--- src/rtl/matrix_loader.sv ---
// Collects a row-major stream of signed bytes into a packed 5x5 matrix for the det5 stage.
// Optional MAT_SIZE_SEL_EN adds a size port for NxN frames (N=2..5) with identity padding.
module matrix_loader (
    input  logic         clk,
    input  logic         rst,
    input  logic [7:0]   in_data,
    input  logic         in_valid,
    input  logic         in_last,
    output logic         in_ready,
    output logic [199:0] matrix,
    output logic         mat_valid,
    input  logic         mat_ready,
    output logic         err
`ifdef MAT_SIZE_SEL_EN
    ,
    input  logic [2:0]   size
`endif
);

    typedef enum logic {FILL = 1'b0, FULL = 1'b1} state_t;

    state_t      state_reg;
    logic [4:0]  idx_reg;
    logic [7:0]  mem_reg [25];
    logic        in_ready_reg;
    logic        mat_valid_reg;
    logic        err_reg;
    logic [4:0]  slot;
    logic [4:0]  last_idx;
    logic        hs;

    assign hs = in_valid && in_ready_reg;

`ifdef MAT_SIZE_SEL_EN
    logic [2:0]  n_reg;
    logic [2:0]  n_sel;
    logic [2:0]  n_cur;
    logic [2:0]  row_reg;
    logic [2:0]  col_reg;
    logic [24:0] pad_mask;
    logic [24:0] pad_one;

    // Order is latched on the first element; later elements use the held value.
    always_comb begin
        n_sel    = (size >= 3'd2 && size <= 3'd5) ? size : 3'd5;
        n_cur    = (idx_reg == 5'd0) ? n_sel : n_reg;
        last_idx = {2'b00, n_cur} * {2'b00, n_cur} - 5'd1;
        slot     = {2'b00, row_reg} * 5'd5 + {2'b00, col_reg};
    end

    generate
        for (genvar gi = 0; gi < 25; gi++) begin : g_pad
            localparam logic [2:0] ROW = 3'(gi / 5);
            localparam logic [2:0] COL = 3'(gi % 5);
            assign pad_mask[gi] = (ROW >= n_cur) || (COL >= n_cur);
            assign pad_one[gi]  = (ROW == COL);
        end
    endgenerate
`else
    assign slot     = idx_reg;
    assign last_idx = 5'd24;
`endif

    always_ff @(posedge clk or negedge rst) begin
        if (!rst) begin
            state_reg     <= FILL;
            idx_reg       <= 5'd0;
            in_ready_reg  <= 1'b1;
            mat_valid_reg <= 1'b0;
            err_reg       <= 1'b0;
            for (int k = 0; k < 25; k++) mem_reg[k] <= 8'd0;
`ifdef MAT_SIZE_SEL_EN
            n_reg   <= 3'd5;
            row_reg <= 3'd0;
            col_reg <= 3'd0;
`endif
        end else begin
            err_reg <= 1'b0;
            case (state_reg)
                FILL: begin
                    if (hs) begin
                        mem_reg[slot] <= in_data;
`ifdef MAT_SIZE_SEL_EN
                        if (idx_reg == 5'd0) n_reg <= n_sel;
                        if (col_reg == n_cur - 3'd1) begin
                            col_reg <= 3'd0;
                            row_reg <= row_reg + 3'd1;
                        end else begin
                            col_reg <= col_reg + 3'd1;
                        end
`endif
                        if (idx_reg == last_idx && in_last) begin
                            state_reg     <= FULL;
                            in_ready_reg  <= 1'b0;
                            mat_valid_reg <= 1'b1;
                            idx_reg       <= 5'd0;
`ifdef MAT_SIZE_SEL_EN
                            row_reg <= 3'd0;
                            col_reg <= 3'd0;
                            for (int k = 0; k < 25; k++)
                                if (pad_mask[k]) mem_reg[k] <= {7'd0, pad_one[k]};
`endif
                        end else if (idx_reg == last_idx || in_last) begin
                            // Framing error: drop the partial frame, keep stale contents.
                            err_reg <= 1'b1;
                            idx_reg <= 5'd0;
`ifdef MAT_SIZE_SEL_EN
                            row_reg <= 3'd0;
                            col_reg <= 3'd0;
`endif
                        end else begin
                            idx_reg <= idx_reg + 5'd1;
                        end
                    end
                end
                FULL: begin
                    if (mat_ready) begin
                        state_reg     <= FILL;
                        in_ready_reg  <= 1'b1;
                        mat_valid_reg <= 1'b0;
                        idx_reg       <= 5'd0;
                    end
                end
            endcase
        end
    end

    generate
        for (genvar gi = 0; gi < 25; gi++) begin : g_pack
            assign matrix[199 - 8*gi -: 8] = mem_reg[gi];
        end
    endgenerate

    assign in_ready  = in_ready_reg;
    assign mat_valid = mat_valid_reg;
    assign err       = err_reg;

endmodule

--- config.mk ---
export PLATFORM = sky130hd
export DESIGN_NAME = matrix_loader
export DESIGN_NICKNAME = d
export VERILOG_FILES = /design/src/rtl/matrix_loader.sv
export SDC_FILE = /design/constraint.sdc
export NUM_CORES = 1
export LEC_CHECK = 0
export CAP_MARGIN = 20
export CORE_MARGIN = 1
export CORE_UTILIZATION = 45
export CTS_CLUSTER_DIAMETER = 60
export CTS_CLUSTER_SIZE = 30
export DETAILED_ROUTE_END_ITERATION = 8
export PLACE_DENSITY_LB_ADDON = 0.25
export SYNTH_ARGS = -nofsm -noshare
export SYNTH_HDL_FRONTEND = slang
export SYNTH_SLANG_ARGS = --single-unit
--- constraint.sdc ---
create_clock -name clk -period 4.3 [get_ports clk]
set_input_delay 0.86 -clock clk [delete_from_list [all_inputs] [get_ports clk]]
set_output_delay 0.86 -clock clk [all_outputs]
set_load 0.005 [all_outputs]
==> results of run 1 <==
==> cells in the final DEF, fill, tap and decap left out, drive strengths merged <==
master,instances
nor3b,4
a22o,1
clkdlybuf4s50,214
dfstp,1
nand3b,3
and3b,1
and4b,4
nand2,21
and3,1
nor4,1
buf,10
clkbuf,17
o211ai,1
nand4b,5
o2bb2ai,2
o31ai,1
or3b,1
clkinv,3
nor3,1
nand3,2
and2,2
ha,6
nor2,10
o21ai,2
o22ai,2
mux2,200
a21o,1
dfrtp,208
a31oi,1
nand2b,2
inv,11
==> metal layers <==
layer | GRT usage | vias to the layer above
met1 | 0.291 | 2612
met4 | 0.0682 | 0
li1 | - | 2254
met2 | 0.360 | 167
met3 | 0.0537 | 28
met5 | 0 | -
==> report_power, final <==
group          leakage [nW]  total [W]  switching [W]  internal (W)
Combinational          2.26   0.000823       0.000292      0.000531
Clock                 0.243    0.00144       0.000735      0.000701
Sequential             2.85    0.00232       0.000137       0.00218
==> kinds of logic after synthesis <==
logic type      Yosys count  synth area share
simple gates             58            0.0627
buf+inv                  32            0.0179
mux                     200             0.271
compound gates           11           0.00934
fa+ha+maj                 6           0.00904
flops                   209             0.630
==> worst paths after layout <==
kind / slack (ns) / cells past startpoint / startpoint / end
max: 1.70 / 1 / in_ready / in_ready
min: 0.47 / 1 / rst / matrix[131]
max reg2reg: 2.01 / 6 / idx_reg[2] / idx_reg[4]
min reg2reg: 0.50 / 1 / matrix[47] / matrix[47]
max in group asynchronous: 2.95 / 2 / rst / matrix[187]
min in group clk: 0.50 / 1 / matrix[47] / matrix[47]
==> metrics by stage <==
step / cell area [µm²] / setup WS, ns / cells
after floorplan: 8310 / 2.30 / 516
after global placement: 10700 / 1.56 / 942
after detailed placement: 10700 / 1.47 / 942
after CTS: 11200 / 1.68 / 967
after global routing: 11200 / 1.64 / 968
final: 11200 / 1.70 / 968
==> cell type report <==
cell class | instances | area [µm²] | share of cell area
clock buffers | 16 | 389 | 0.0347
clock inverters | 9 | 103 | 0.00916
inverters | 5 | 18.8 | 0.00168
multi-input cells | 275 | 2930 | 0.261
flip-flops and latches | 209 | 5230 | 0.467
well taps | 229 | 287 | 0.0256
repair buffers | 225 | 2250 | 0.201
==> reports/results.txt, run 1 <==
Hold WC Path Type = primary input to async pin
Slowest-stage cell, CP = dfstp_2
Clock Latency Late Sink = 0.47 ns
most frequent cell after synthesis = dfrtp_1
final core area utilization = 0.622
Max Cap Violations = 0
gr usage total = 0.221
max reg flops = 200
layout cells sized above 1 = 0.345
clock root cell = clkbuf_16
min Tclk post-route = 2.60 ns
mean area per synthesized cell = 16.1 µm²
CP cell instances = clkdlybuf4s50_1
Pleak = 5.36 nW
sequential cell area fraction in the yosys report = 0.630
# Post-CTS Setup Buffers = 0
WHS = 0.475 ns
max-slew violations = 0
DR pass1 iterations = 4
Tcrit/Tclk final = 0.604
worst clock skew = 0.0204 ns
area leader, netlist = dfrtp_1
diode count = 0
# rows = 49
cts bufs inserted = 15
CP max stage delay = 0.68 ns
leading post-synthesis cells by instance count = 208 x dfrtp_1, 184 x mux2_2, 17 x clkbuf_1, 16 x mux2_1, 16 x nand2_2
max_slew headroom = 0.256
Setup Total Neg Slack = 0 ns
top sig layer = met4
Worst path top cell family by delay = flip-flops
GRT overflow = 0
Post-CTS Hold Buffers = 0
initial antenna violation count = 0
clock sink total = 209
WL met1 = 8700 µm
Final GP Congestion = 0.794
DPL Wire Length = 13600 µm
vias per inst = 5.23
Yosys reg bits = 209
clock tree buffer depth = 3
Post-synth EDFFs = 0
startpoint types = flip-flop
FFs w/ async S/R, synth = 1.00
full die area = 19000 µm²
Worst Tran Pin Value = 1.11 ns
IO Port Bufs = 215
area delta synth->final = 34.9%
routed length per instance = 21.1 µm
Synth cell types = 39
CTS tree = done
Peak VDD IR = 0.442 mV
ANT nets after route = 0
routed wl met2 = 9820 µm
post-synth net total = 535
status = finished clean
pin count of the biggest net entering global routing = 107
Boundary Pins = 216
Most used DFF post-synth = dfrtp_1
data required time at the worst endpoint = 3.44 ns
via count = 5061
CP Capture Type = output pin
initial core utilization = 0.461
Mapped Cells = 516
vias in the first global route = 5370
initial DRC count = 191
DR WL met3 = 1450 µm
final setup vio count = 0
die height = 138 µm
crit path kind = flip-flop to output pin
# nets final = 750
Die X = 138 µm
first-pass GRT wire length = 31400 µm
Core Area = 18000 µm²
critical path data arrival time = 1.74 ns
CTS H-Tree Depth = 1
largest cells by area after synthesis = dfrtp_1 63%, mux2_2 25%, mux2_1 2.2%, nand2_2 1.2%, nor2_4 0.95%
Cell Area, Synth = 8310 µm²
top cell type's share of synthesized area = 0.627
Worst Path Max Fanout = 12
FMAX = 385 MHz
Routed WL = 20400 µm
synth warn = 0
Hold Vio Cnt, Final = 0
Gates resized, CTS repair = 0
RSZ-0062 raised after global routing = no
Reg clk slew, reported paths = 0.08 ns
total chip power = 0.00457 W
PwrDens = 408 nW/µm²
worst path bufs/invs = 1
Remaining DRCs = 0
Filler Cells Inserted = 1391
Power figures use the tool's default switching activity.
==> run 2: changes to the inputs <==
==> constraint.sdc (replaced) <==
create_clock -name clk -period 2.7 [get_ports clk]
set_input_delay 0.54 -clock clk [delete_from_list [all_inputs] [get_ports clk]]
set_output_delay 0.54 -clock clk [all_outputs]
set_load 0.005 [all_outputs]
==> run 2 against run 1 <==
Register-to-register slack worse by 1.5 ns. Clock power up 68%. Count of clock-buffer cells in the layout up 3. Clock skew down 0.012 ns. Final area up 1.0%. Worst hold slack worse by 0.39 ns. Sequential share of layout area down 0.47 points. Non-clock buffer count up 8. Power up 62%. Critical path type unchanged. Critical endpoint unchanged. Largest power group unchanged.
==> reports/results.txt, run 2 (synthesis results as in run 1) <==
status = finished clean (unchanged)
data required time at the worst endpoint = 2.16 ns (was 3.44 ns)
Clock Latency Late Sink = 0.47 ns (about the same)
vias per inst = 5.25 (was 5.23)
CTS tree = done (unchanged)
worst reg2reg endpoint = idx_reg[4] (unchanged)
Pleak = 5.43 nW (was 5.36 nW)
max-slew violations = 0 (unchanged)
Reg2Reg Depth = 8 (was 6)
Worst Tran Pin Value = 0.703 ns (was 1.11 ns)
worst r2r src = idx_reg[0] (was idx_reg[2])
Slowest-stage cell, CP = dfstp_2 (unchanged)
initial DRC count = 154 (was 191)
CP Capture Type = output pin (unchanged)
final worst setup slack = 0.411 ns (was 1.70 ns)
max reg flops = 200 (unchanged)
layout cells sized above 1 = 0.353 (was 0.345)
DPL Wire Length = 14200 µm (was 13600 µm)
PwrDens = 656 nW/µm² (was 408 nW/µm²)
# Post-CTS Setup Buffers = 0 (unchanged)
Hold WC Path Type = primary input to async pin (unchanged)
CP max stage delay = 0.69 ns (was 0.68 ns)
Worst path top cell family by delay = flip-flops (unchanged)
max_slew headroom = 0.530 (was 0.256)
Boundary Pins = 216 (unchanged)
Remaining DRCs = 0 (unchanged)
Max Cap Violations = 0 (unchanged)
full die area = 19000 µm² (unchanged)
initial core utilization = 0.461 (unchanged)
# nets final = 760 (was 750)
CP cell instances = clkdlybuf4s50_1 (unchanged)
startpoint types = flip-flop (unchanged)
gr usage total = 0.225 (was 0.221)
Setup Total Neg Slack = 0 ns (unchanged)
# rows = 49 (unchanged)
via count = 5147 (was 5061)
IO Port Bufs = 215 (unchanged)
Filler Cells Inserted = 1364 (was 1391)
CTS H-Tree Depth = 1 (unchanged)
Final GP Congestion = 0.813 (was 0.794)
ANT nets after route = 0 (unchanged)
area delta synth->final = 36.3% (was 34.9%)
vias in the first global route = 5567 (was 5370)
diode count = 0 (unchanged)
final setup vio count = 0 (unchanged)
worst path bufs/invs = 1 (unchanged)
initial antenna violation count = 0 (unchanged)
DR pass1 iterations = 4 (unchanged)
Reg clk slew, reported paths = 0.08 ns (about the same)
first-pass GRT wire length = 32200 µm (was 31400 µm)
Worst Path Max Fanout = 12 (unchanged)
clock sink total = 209 (unchanged)
worst clock skew = 0.00828 ns (was 0.0204 ns)
Peak VDD IR = 0.555 mV (was 0.442 mV)
crit path kind = flip-flop to output pin (unchanged)
total chip power = 0.00743 W (was 0.00457 W)
clock root cell = clkbuf_16 (unchanged)
clock tree buffer depth = 3 (unchanged)
routed length per instance = 21.3 µm (was 21.1 µm)
cts bufs inserted = 17 (was 15)
die height = 138 µm (unchanged)
FMAX = 437 MHz
Post-CTS Hold Buffers = 0 (unchanged)
most common cell after layout, fill and taps aside = clkdlybuf4s50_1 (unchanged)
min Tclk post-route = 2.29 ns
RSZ-0062 raised after global routing = no (unchanged)
Hold Vio Cnt, Final = 0 (unchanged)
Placement Setup Slack = 0.270 ns (was 1.47 ns)
most frequent cells in the layout = 214 x clkdlybuf4s50_1, 208 x dfrtp_1, 184 x mux2_2, 17 x clkbuf_16 (was 214 x clkdlybuf4s50_1, 208 x dfrtp_1, 184 x mux2_2, 16 x nand2_2, 16 x mux2_1)
r2r setup slk = 0.46 ns (was 2.01 ns)
Core Area = 18000 µm² (unchanged)
Gates resized, CTS repair = 0 (unchanged)
critical path data arrival time = 1.75 ns (was 1.74 ns)
Tcrit/Tclk final = 0.848
Die X = 138 µm (unchanged)
pin count of the biggest net entering global routing = 73 (was 107)
Routed WL = 20900 µm (was 20400 µm)
GRT overflow = 0 (unchanged)
==> run 2: changes by cell type in the layout (fill, tap and decap cells not counted) <==
| cell | previous run | this run |
|---|---|---|
| inv_6 | 3 | 4 |
| buf_8 | 1 | 0 |
| clkbuf_16 | 15 | 17 |
| inv_12 | 1 | 0 |
| buf_4 | 8 | 16 |
| clkbuf_1 | 0 | 2 |
| clkinv_8 | 2 | 3 |
| inv_8 | 2 | 1 |
| clkinv_4 | 0 | 1 |
| buf_12 | 1 | 2 |
| clkbuf_8 | 2 | 1 |
==> run 2: final cells by class <==
cell class                      instances  area [µm²]  share of cell area
Clock inverter                         10         109             0.00962
Multi-Input combinational cell        275        2930               0.258
Sequential cell                       209        5230               0.462
Clock buffer                           19         433              0.0382
Timing Repair Buffer                  233        2320               0.205
Tap cell                              229         287              0.0253
Inverter                                5        18.8             0.00166
==> run 2: worst max path at each step <==
stage                    start         end  slack (ns)  cells after the start
finish                in_ready    in_ready        0.41                      1
global placement      in_valid  matrix[55]        0.32                      4
global route        idx_reg[0]  idx_reg[4]        0.30                      8
detailed placement    in_valid  matrix[55]        0.27                      4
CTS                   in_ready    in_ready        0.39                      1
floorplan           idx_reg[0]  idx_reg[4]        0.75                      8
==> run 2: where the power goes <==
part	switching [W]	internal, W	leakage (nW)
sequential	0.000196	0.00347	2.85
clock	0.00120	0.00122	0.265
combinational	0.000484	0.000855	2.31
==> run 2: worst register-to-register path, cell delays in order (launching register included) <==
cell	delay, ns
dfrtp_1	0.45
inv_1	0.09
ha_1	0.24
nand4b_1	0.23
inv_1	0.08
ha_1	0.22
or3b_2	0.50
nor4_1	0.25
a21o_1	0.12
==> run 2: metrics by stage <==
| step | util | cell area (µm²) | hold WS (ns) | std cells |
|---|---|---|---|---|
| CTS | 0.628 | 11300 | 0.0805 | 980 |
| detailed placement | 0.598 | 10800 | 0.468 | 951 |
| floorplan | - | 8310 | 0.244 | 516 |
| finish | 0.628 | 11300 | 0.0871 | 980 |
| global placement | 0.598 | 10800 | 0.467 | 951 |
| global route | 0.628 | 11300 | 0.120 | 980 |
==> run 2: metal layers <==
metal | global-route usage | vias up | part of all wire
met5 | 0 | - | 0
met4 | 0.0610 | 0 | 0.022
met3 | 0.0567 | 37 | 0.076
met2 | 0.381 | 185 | 0.49
met1 | 0.287 | 2649 | 0.42
li1 | - | 2276 | -
